==> src/rtl/wb_trace_pkg.sv <==
// Shared types and helpers for the retirement trace capture block.
package wb_trace_pkg;

  typedef enum logic [1:0] {
    TRACE_IDLE   = 2'd0,
    TRACE_RUN    = 2'd1,
    TRACE_FROZEN = 2'd2
  } trace_state_t;

  localparam int DROP_CNT_W = 8;

  function automatic logic [DROP_CNT_W-1:0] sat_inc(input logic [DROP_CNT_W-1:0] v);
    return (v == {DROP_CNT_W{1'b1}}) ? v : v + 1'b1;
  endfunction

endpackage

==> src/rtl/wb_trace_fifo.sv <==
// Show-ahead synchronous FIFO; head data is read combinationally from storage at the read pointer.
module trace_fifo #(
  parameter int WIDTH = 8,
  parameter int DEPTH = 8
) (
  input  logic                     i_clk,
  input  logic                     i_rst,
  input  logic                     i_push,
  input  logic                     i_pop,
  input  logic [WIDTH-1:0]         i_data,
  output logic [WIDTH-1:0]         o_data,
  output logic                     o_full,
  output logic                     o_empty,
  output logic [$clog2(DEPTH):0]   o_count
);

  localparam int AW = $clog2(DEPTH);
  localparam logic [AW:0] FULL_CNT = (AW+1)'(DEPTH);

  logic [WIDTH-1:0] r_mem [DEPTH];
  logic [AW-1:0]    r_wptr;
  logic [AW-1:0]    r_rptr;
  logic [AW:0]      r_count;
  logic             w_do_push;
  logic             w_do_pop;

  assign o_full    = (r_count == FULL_CNT);
  assign o_empty   = (r_count == '0);
  assign o_count   = r_count;
  assign w_do_pop  = i_pop & ~o_empty;
  // A full FIFO still accepts a push when the head leaves on the same edge.
  assign w_do_push = i_push & (~o_full | w_do_pop);
  assign o_data    = o_empty ? '0 : r_mem[r_rptr];

  always_ff @(posedge i_clk) begin
    if (w_do_push) r_mem[r_wptr] <= i_data;
  end

  always_ff @(posedge i_clk) begin
    if (i_rst) begin
      r_wptr  <= '0;
      r_rptr  <= '0;
      r_count <= '0;
    end else begin
      if (w_do_push) r_wptr <= r_wptr + 1'b1;
      if (w_do_pop)  r_rptr <= r_rptr + 1'b1;
      case ({w_do_push, w_do_pop})
        2'b10:   r_count <= r_count + 1'b1;
        2'b01:   r_count <= r_count - 1'b1;
        default: r_count <= r_count;
      endcase
    end
  end

endmodule

==> src/rtl/wb_trace.sv <==
// Retirement trace capture: stamps committed instructions into a show-ahead FIFO,
// with an arm/trigger state machine that freezes capture on a chosen PC.
//   state  | meaning
//   IDLE   | not capturing, waiting for arm
//   RUN    | capturing every commit
//   FROZEN | trigger PC seen, capture halted until re-arm
module wb_trace
  import wb_trace_pkg::*;
#(
  parameter int PC_WIDTH     = 24,
  parameter int INSTR_WIDTH  = 24,
  parameter int DATA_WIDTH   = 24,
  parameter int GP_SEL_WIDTH = 4,
  parameter int TICK_WIDTH   = 16,
  parameter int DEPTH        = 8
) (
  input  logic                      iw_clk,
  input  logic                      iw_rst,
  input  logic                      iw_wb_valid,
  input  logic [PC_WIDTH-1:0]       iw_wb_pc,
  input  logic [INSTR_WIDTH-1:0]    iw_wb_instr,
  input  logic                      iw_wb_we,
  input  logic [GP_SEL_WIDTH-1:0]   iw_wb_tgt_gp,
  input  logic [DATA_WIDTH-1:0]     iw_wb_result,
  input  logic                      iw_arm,
  input  logic                      iw_trig_en,
  input  logic [PC_WIDTH-1:0]       iw_trig_pc,
  input  logic                      iw_rd_ready,
  output logic                      ow_rd_valid,
  output logic [TICK_WIDTH-1:0]     ow_rd_tick,
  output logic [PC_WIDTH-1:0]       ow_rd_pc,
  output logic [INSTR_WIDTH-1:0]    ow_rd_instr,
  output logic                      ow_rd_we,
  output logic [GP_SEL_WIDTH-1:0]   ow_rd_tgt_gp,
  output logic [DATA_WIDTH-1:0]     ow_rd_result,
  output logic [$clog2(DEPTH):0]    ow_count,
  output logic [1:0]                ow_state,
  output logic                      ow_overflow,
  output logic [DROP_CNT_W-1:0]     ow_drop_cnt
);

  localparam int OFF_RES  = 0;
  localparam int OFF_GP   = OFF_RES + DATA_WIDTH;
  localparam int OFF_WE   = OFF_GP + GP_SEL_WIDTH;
  localparam int OFF_INS  = OFF_WE + 1;
  localparam int OFF_PC   = OFF_INS + INSTR_WIDTH;
  localparam int OFF_TICK = OFF_PC + PC_WIDTH;
  localparam int ENTRY_W  = OFF_TICK + TICK_WIDTH;

  trace_state_t            r_state;
  trace_state_t            w_state_nxt;
  logic                    w_clr_flags;
  logic [TICK_WIDTH-1:0]   r_tick;
  logic                    r_overflow;
  logic [DROP_CNT_W-1:0]   r_drop_cnt;
  logic                    w_trig_hit;
  logic                    w_push_req;
  logic                    w_pop;
  logic                    w_drop;
  logic                    w_full;
  logic                    w_empty;
  logic [ENTRY_W-1:0]      w_wr_entry;
  logic [ENTRY_W-1:0]      w_rd_entry;

  assign w_trig_hit = iw_wb_valid & iw_trig_en & (iw_wb_pc == iw_trig_pc);
  assign w_push_req = (r_state == TRACE_RUN) & iw_wb_valid;
  assign w_pop      = ow_rd_valid & iw_rd_ready;
  assign w_drop     = w_push_req & w_full & ~w_pop;

  always_ff @(posedge iw_clk) begin
    if (iw_rst) r_state <= TRACE_IDLE;
    else        r_state <= w_state_nxt;
  end

  always_comb begin
    w_state_nxt = r_state;
    w_clr_flags = 1'b0;
    case (r_state)
      TRACE_IDLE: begin
        if (iw_arm) begin
          w_state_nxt = TRACE_RUN;
          w_clr_flags = 1'b1;
        end
      end
      TRACE_RUN: begin
        if (iw_arm)     w_clr_flags = 1'b1;
        if (w_trig_hit) w_state_nxt = TRACE_FROZEN;
      end
      TRACE_FROZEN: begin
        if (iw_arm) begin
          w_state_nxt = TRACE_RUN;
          w_clr_flags = 1'b1;
        end
      end
      default: w_state_nxt = TRACE_IDLE;
    endcase
  end

  always_ff @(posedge iw_clk) begin
    if (iw_rst) r_tick <= '0;
    else        r_tick <= r_tick + 1'b1;
  end

  // A drop in the same cycle as a re-arm is kept so it is not silently lost.
  always_ff @(posedge iw_clk) begin
    if (iw_rst) begin
      r_overflow <= 1'b0;
      r_drop_cnt <= '0;
    end else if (w_clr_flags) begin
      r_overflow <= w_drop;
      r_drop_cnt <= w_drop ? DROP_CNT_W'(1) : '0;
    end else if (w_drop) begin
      r_overflow <= 1'b1;
      r_drop_cnt <= sat_inc(r_drop_cnt);
    end
  end

  assign w_wr_entry = {r_tick, iw_wb_pc, iw_wb_instr, iw_wb_we, iw_wb_tgt_gp, iw_wb_result};

  trace_fifo #(
    .WIDTH (ENTRY_W),
    .DEPTH (DEPTH)
  ) u_fifo (
    .i_clk   (iw_clk),
    .i_rst   (iw_rst),
    .i_push  (w_push_req),
    .i_pop   (w_pop),
    .i_data  (w_wr_entry),
    .o_data  (w_rd_entry),
    .o_full  (w_full),
    .o_empty (w_empty),
    .o_count (ow_count)
  );

  assign ow_rd_valid  = ~w_empty;
  assign ow_rd_tick   = w_rd_entry[OFF_TICK +: TICK_WIDTH];
  assign ow_rd_pc     = w_rd_entry[OFF_PC   +: PC_WIDTH];
  assign ow_rd_instr  = w_rd_entry[OFF_INS  +: INSTR_WIDTH];
  assign ow_rd_we     = w_rd_entry[OFF_WE];
  assign ow_rd_tgt_gp = w_rd_entry[OFF_GP   +: GP_SEL_WIDTH];
  assign ow_rd_result = w_rd_entry[OFF_RES  +: DATA_WIDTH];
  assign ow_state     = r_state;
  assign ow_overflow  = r_overflow;
  assign ow_drop_cnt  = r_drop_cnt;

endmodule

==> config.mk <==
export PLATFORM = sky130hd
export DESIGN_NAME = wb_trace
export DESIGN_NICKNAME = d
export VERILOG_FILES = /design/src/rtl/wb_trace_pkg.sv /design/src/rtl/wb_trace_fifo.sv /design/src/rtl/wb_trace.sv
export SDC_FILE = /design/constraint.sdc
export NUM_CORES = 1
export LEC_CHECK = 0
export BUFFER_PORTS_ARGS = -buffer_cell sky130_fd_sc_hd__buf_2
export CAP_MARGIN = 15
export CORE_ASPECT_RATIO = 0.5
export CORE_MARGIN = 3
export CORE_UTILIZATION = 32
export CTS_CLUSTER_DIAMETER = 50
export CTS_CLUSTER_SIZE = 8
export DETAILED_ROUTE_END_ITERATION = 10
export GPL_TIMING_DRIVEN = 0
export PLACE_DENSITY = 0.52
export SYNTH_ARGS = -nofsm -noshare
export SYNTH_HDL_FRONTEND = slang
export SYNTH_HIERARCHICAL = 1
export SYNTH_SLANG_ARGS = --single-unit
==> constraint.sdc <==
create_clock -name iw_clk -period 33.4 [get_ports iw_clk]
set_clock_uncertainty 0.2 [all_clocks]
set_input_delay 6.68 -clock iw_clk [delete_from_list [all_inputs] [get_ports iw_clk]]
set_output_delay 6.68 -clock iw_clk [all_outputs]
set_load 0.02 [all_outputs]
==> impl_metrics.py <==
metrics = {
    "yosys": {
        "synthArstFlopShare_pct": 0,
        "yosys_warnings": 6,
        "synth_edf_count": 744,
        "yosysSeqAreaShare_pct": 76.1,
        "ys_top_cells_by_area": "edfxtp_1, mux4_2, mux2i_1",
        "syn_inst": 1433,
        "syn_nets": 1547,
        "syn_avg_cell_area_sq_um": 21.2,
        "ys.flop_type": "edfxtp_1",
        "ys_ff_latch": 784,
        "netlist_area_sq_um": 30400,
        "synth_top_area_share_pct": 73.4,
        "ys_types": 50,
        "synth_area_leader_cell": "edfxtp_1",
    },
    "worst_setup_path": {
        "cp.arrival_ps": 3200,
        "cp_top_family": "buffers and inverters",
        "path_class": "flop to output pin",
        "crit_buf_inv": 4,
        "path_cells": "buf_2 > clkbuf_1 > buf_2 > mux4_2 > mux2i_1 > nor2_1 > buf_2",
        "startpoint_type": "flop",
        "cp.required_ps": 26520,
        "cpPeakStageDelay_ps": 720,
        "rrSetupSlack_ps": 29140,
        "crit_path_top_delay_cell": "clkbuf_1",
        "cp_common_cell": "buf_2",
        "crit_path_max_fanout": 10,
        "end_kind": "output pin",
    },
    "power_and_ir_drop": {
        "power_density_nw_per_um2": 57.5,
        "seqPwrFrac_pct": 51.2,
        "switching_share_pct": 20.0,
        "max-vdd-ir-drop_mv": 0.0333,
        "p_int_mw": 1.70,
        "pwr-share-clk_pct": 44.5,
        "netSwitchingPower_mw": 0.426,
        "p_leak_nw": 12.0,
        "power_frac_comb_pct": 4.2,
    },
    "clock_tree": {
        "clk_pin_slew_worst_paths_ps": 50,
        "cts.sinks": 784,
        "cts_buffers": 107,
        "cts-root-buf": "clkbuf_16",
        "ctsResizeCount": 0,
        "cts_hold_buf": 0,
        "cts_buffer_depth": 3,
        "worstSkewPairLatency_ps": 630,
        "cts_tree": "done",
        "h-tree-depth": 3,
        "cts_setup_buffers": 0,
    },
    "timing": {
        "whs_ps": 266,
        "finalHoldViolCount": 0,
        "rsz0062_at_grt": "false",
        "tightestPinTransition_ps": 1110,
        "setup_violations": 0,
        "relSlewSlack_pct": 25.8,
        "drv_slew": 0,
        "min_period_over_period_pct": 30.2,
        "setup_tns_ps": 0,
        "min_period_ps": 10080,
        "setup_ws_ps": 23320,
        "fmax_mhz": 99.2,
    },
    "grt": {
        "grt_pass1_vias": 15700,
        "grt_max_degree": 24,
        "grt_overflow": 0,
        "grt_use_total_pct": 14.2,
        "grt_first_pass_wirelength_um": 105000,
        "grt_antenna_before_repair": 10,
    },
    "floorplan": {
        "fp-row-count": 79,
        "dieArea_sq_um": 99000,
        "core-area_sq_um": 93600,
        "ioPinCount": 216,
        "die_height_um": 224,
        "die-width_um": 442,
        "start_util_pct": 32.5,
    },
    "routing": {
        "wire_per_inst_um": 22.5,
        "drcViolationCount": 0,
        "drtIter0Drc": 1109,
        "vias": 15000,
        "antenna_left": 0,
        "routed_wl_um": 70100,
        "via_per_inst": 4.79,
        "first_pass_iters": 6,
    },
    "place": {
        "place_ws_ps": 23250,
        "portBuffers": 215,
        "dpl.hpwl_um": 46800,
        "place_congestion": 0.697,
    },
    "layout": {
        "layout_common_cells": "edfxtp_1, buf_2, mux4_2",
        "syn2layout_area_growth_pct": 21.6,
        "drive_gt1_share_pct": 35.8,
        "final_util_pct": 39.5,
        "final_common_cell": "edfxtp_1",
        "nets": 1955,
    },
    "status": {
        "outcome": "finished clean",
    },
    "run": {
        "maxCapViolations": 0,
    },
    "min_path": {
        "min_path_type": "flop to flop",
    },
}
routing by layer:
layer	GRT usage, %	routed length [um]	vias up
met5	0	0	-
met4	4.11	1520	0
met3	2.18	2310	102
met2	24.0	35400	249
met1	19.0	30800	7952
li1	-	-	6658
through the flow:
step | instance area (sq um) | power (mW) | cells
floorplan | 30400 | 1.16 | 1433
global placement | 33100 | 1.20 | 2903
detailed placement | 34100 | 1.20 | 2987
CTS | 37000 | 2.16 | 3119
global route | 37000 | 2.21 | 3121
finish | 37000 | 2.13 | 3121
final cells by class:
| type | instances | area (sq um) |
|---|---|---|
| Fill cell | 8397 | 56600 |
| Sequential cell | 784 | 23100 |
| Multi-Input combinational cell | 572 | 6850 |
| Clock buffer | 131 | 2850 |
| Timing Repair Buffer | 299 | 2100 |
| Tap cell | 1255 | 1570 |
| Buffer | 71 | 458 |
| Inverter | 6 | 22.5 |
| Clock inverter | 1 | 8.76 |
| Antenna cell | 2 | 5.00 |
final timing paths:
kind	cells past startpoint	startpoint	to
worst min register to register	2	ow_overflow	ow_overflow
worst max-delay path	7	flop	ow_rd_result[3]
worst max register to register	12	u_fifo/o_count[1]	u_fifo/r_mem[4][46]
worst min-delay path	2	ow_overflow	ow_overflow
cells in the mapped netlist (2+ instances only):
library cell / number
a21oi_1: 12
and2_1: 5
and4_1: 2
buf_2: 30
buf_4: 7
buf_6: 17
clkbuf_1: 17
dfxtp_1: 40
edfxtp_1: 744
ha_1: 6
inv_1: 5
mux2i_1: 95
mux4_2: 186
nand2_1: 17
nand2b_1: 5
nand3_1: 11
nand3b_1: 2
nand4_1: 10
nor2_1: 124
nor2b_1: 2
nor3_1: 7
nor4_1: 5
o211ai_1: 2
o21ai_0: 7
o41ai_1: 2
or3_1: 7
xnor2_1: 19
xor2_1: 25
logic make-up after synthesis:
group | synth area share, %
flops | 76.1
buf+inv | 1.58
fa+ha+maj | 0.313
mux | 16.9
compound gates | 0.777
simple gates | 3.10
xor+xnor | 1.27
flip-flops by register name, indices dropped and copies added (netlist names), named ones only:
signal and count:
u_fifo/r_wptr 3, ow_state 2, ow_overflow 1, u_fifo/r_mem 744, ow_drop_cnt 8, u_fifo/o_count 4
r_tick 16, u_fifo/r_rptr 3
worst register-to-register path, delay by kind of cell (launching register included):
family                 cells  cell delay, ps
AOI/OAI and AO/OA          1             300
buffers and inverters      7            1540
DFF                        1             510
and+or+nand+nor            4            1430
power groups by stage:
stage	Sequential, mW	Clock, mW	Combinational (mW)
after floorplan	1.11	0	0.0455
after global placement	1.11	0	0.0870
after detailed placement	1.11	0	0.0925
after CTS	1.09	0.974	0.0927
after global routing	1.09	1.02	0.0984
final	1.09	0.947	0.0904
Note: power is estimated with default switching activity, not from simulation.
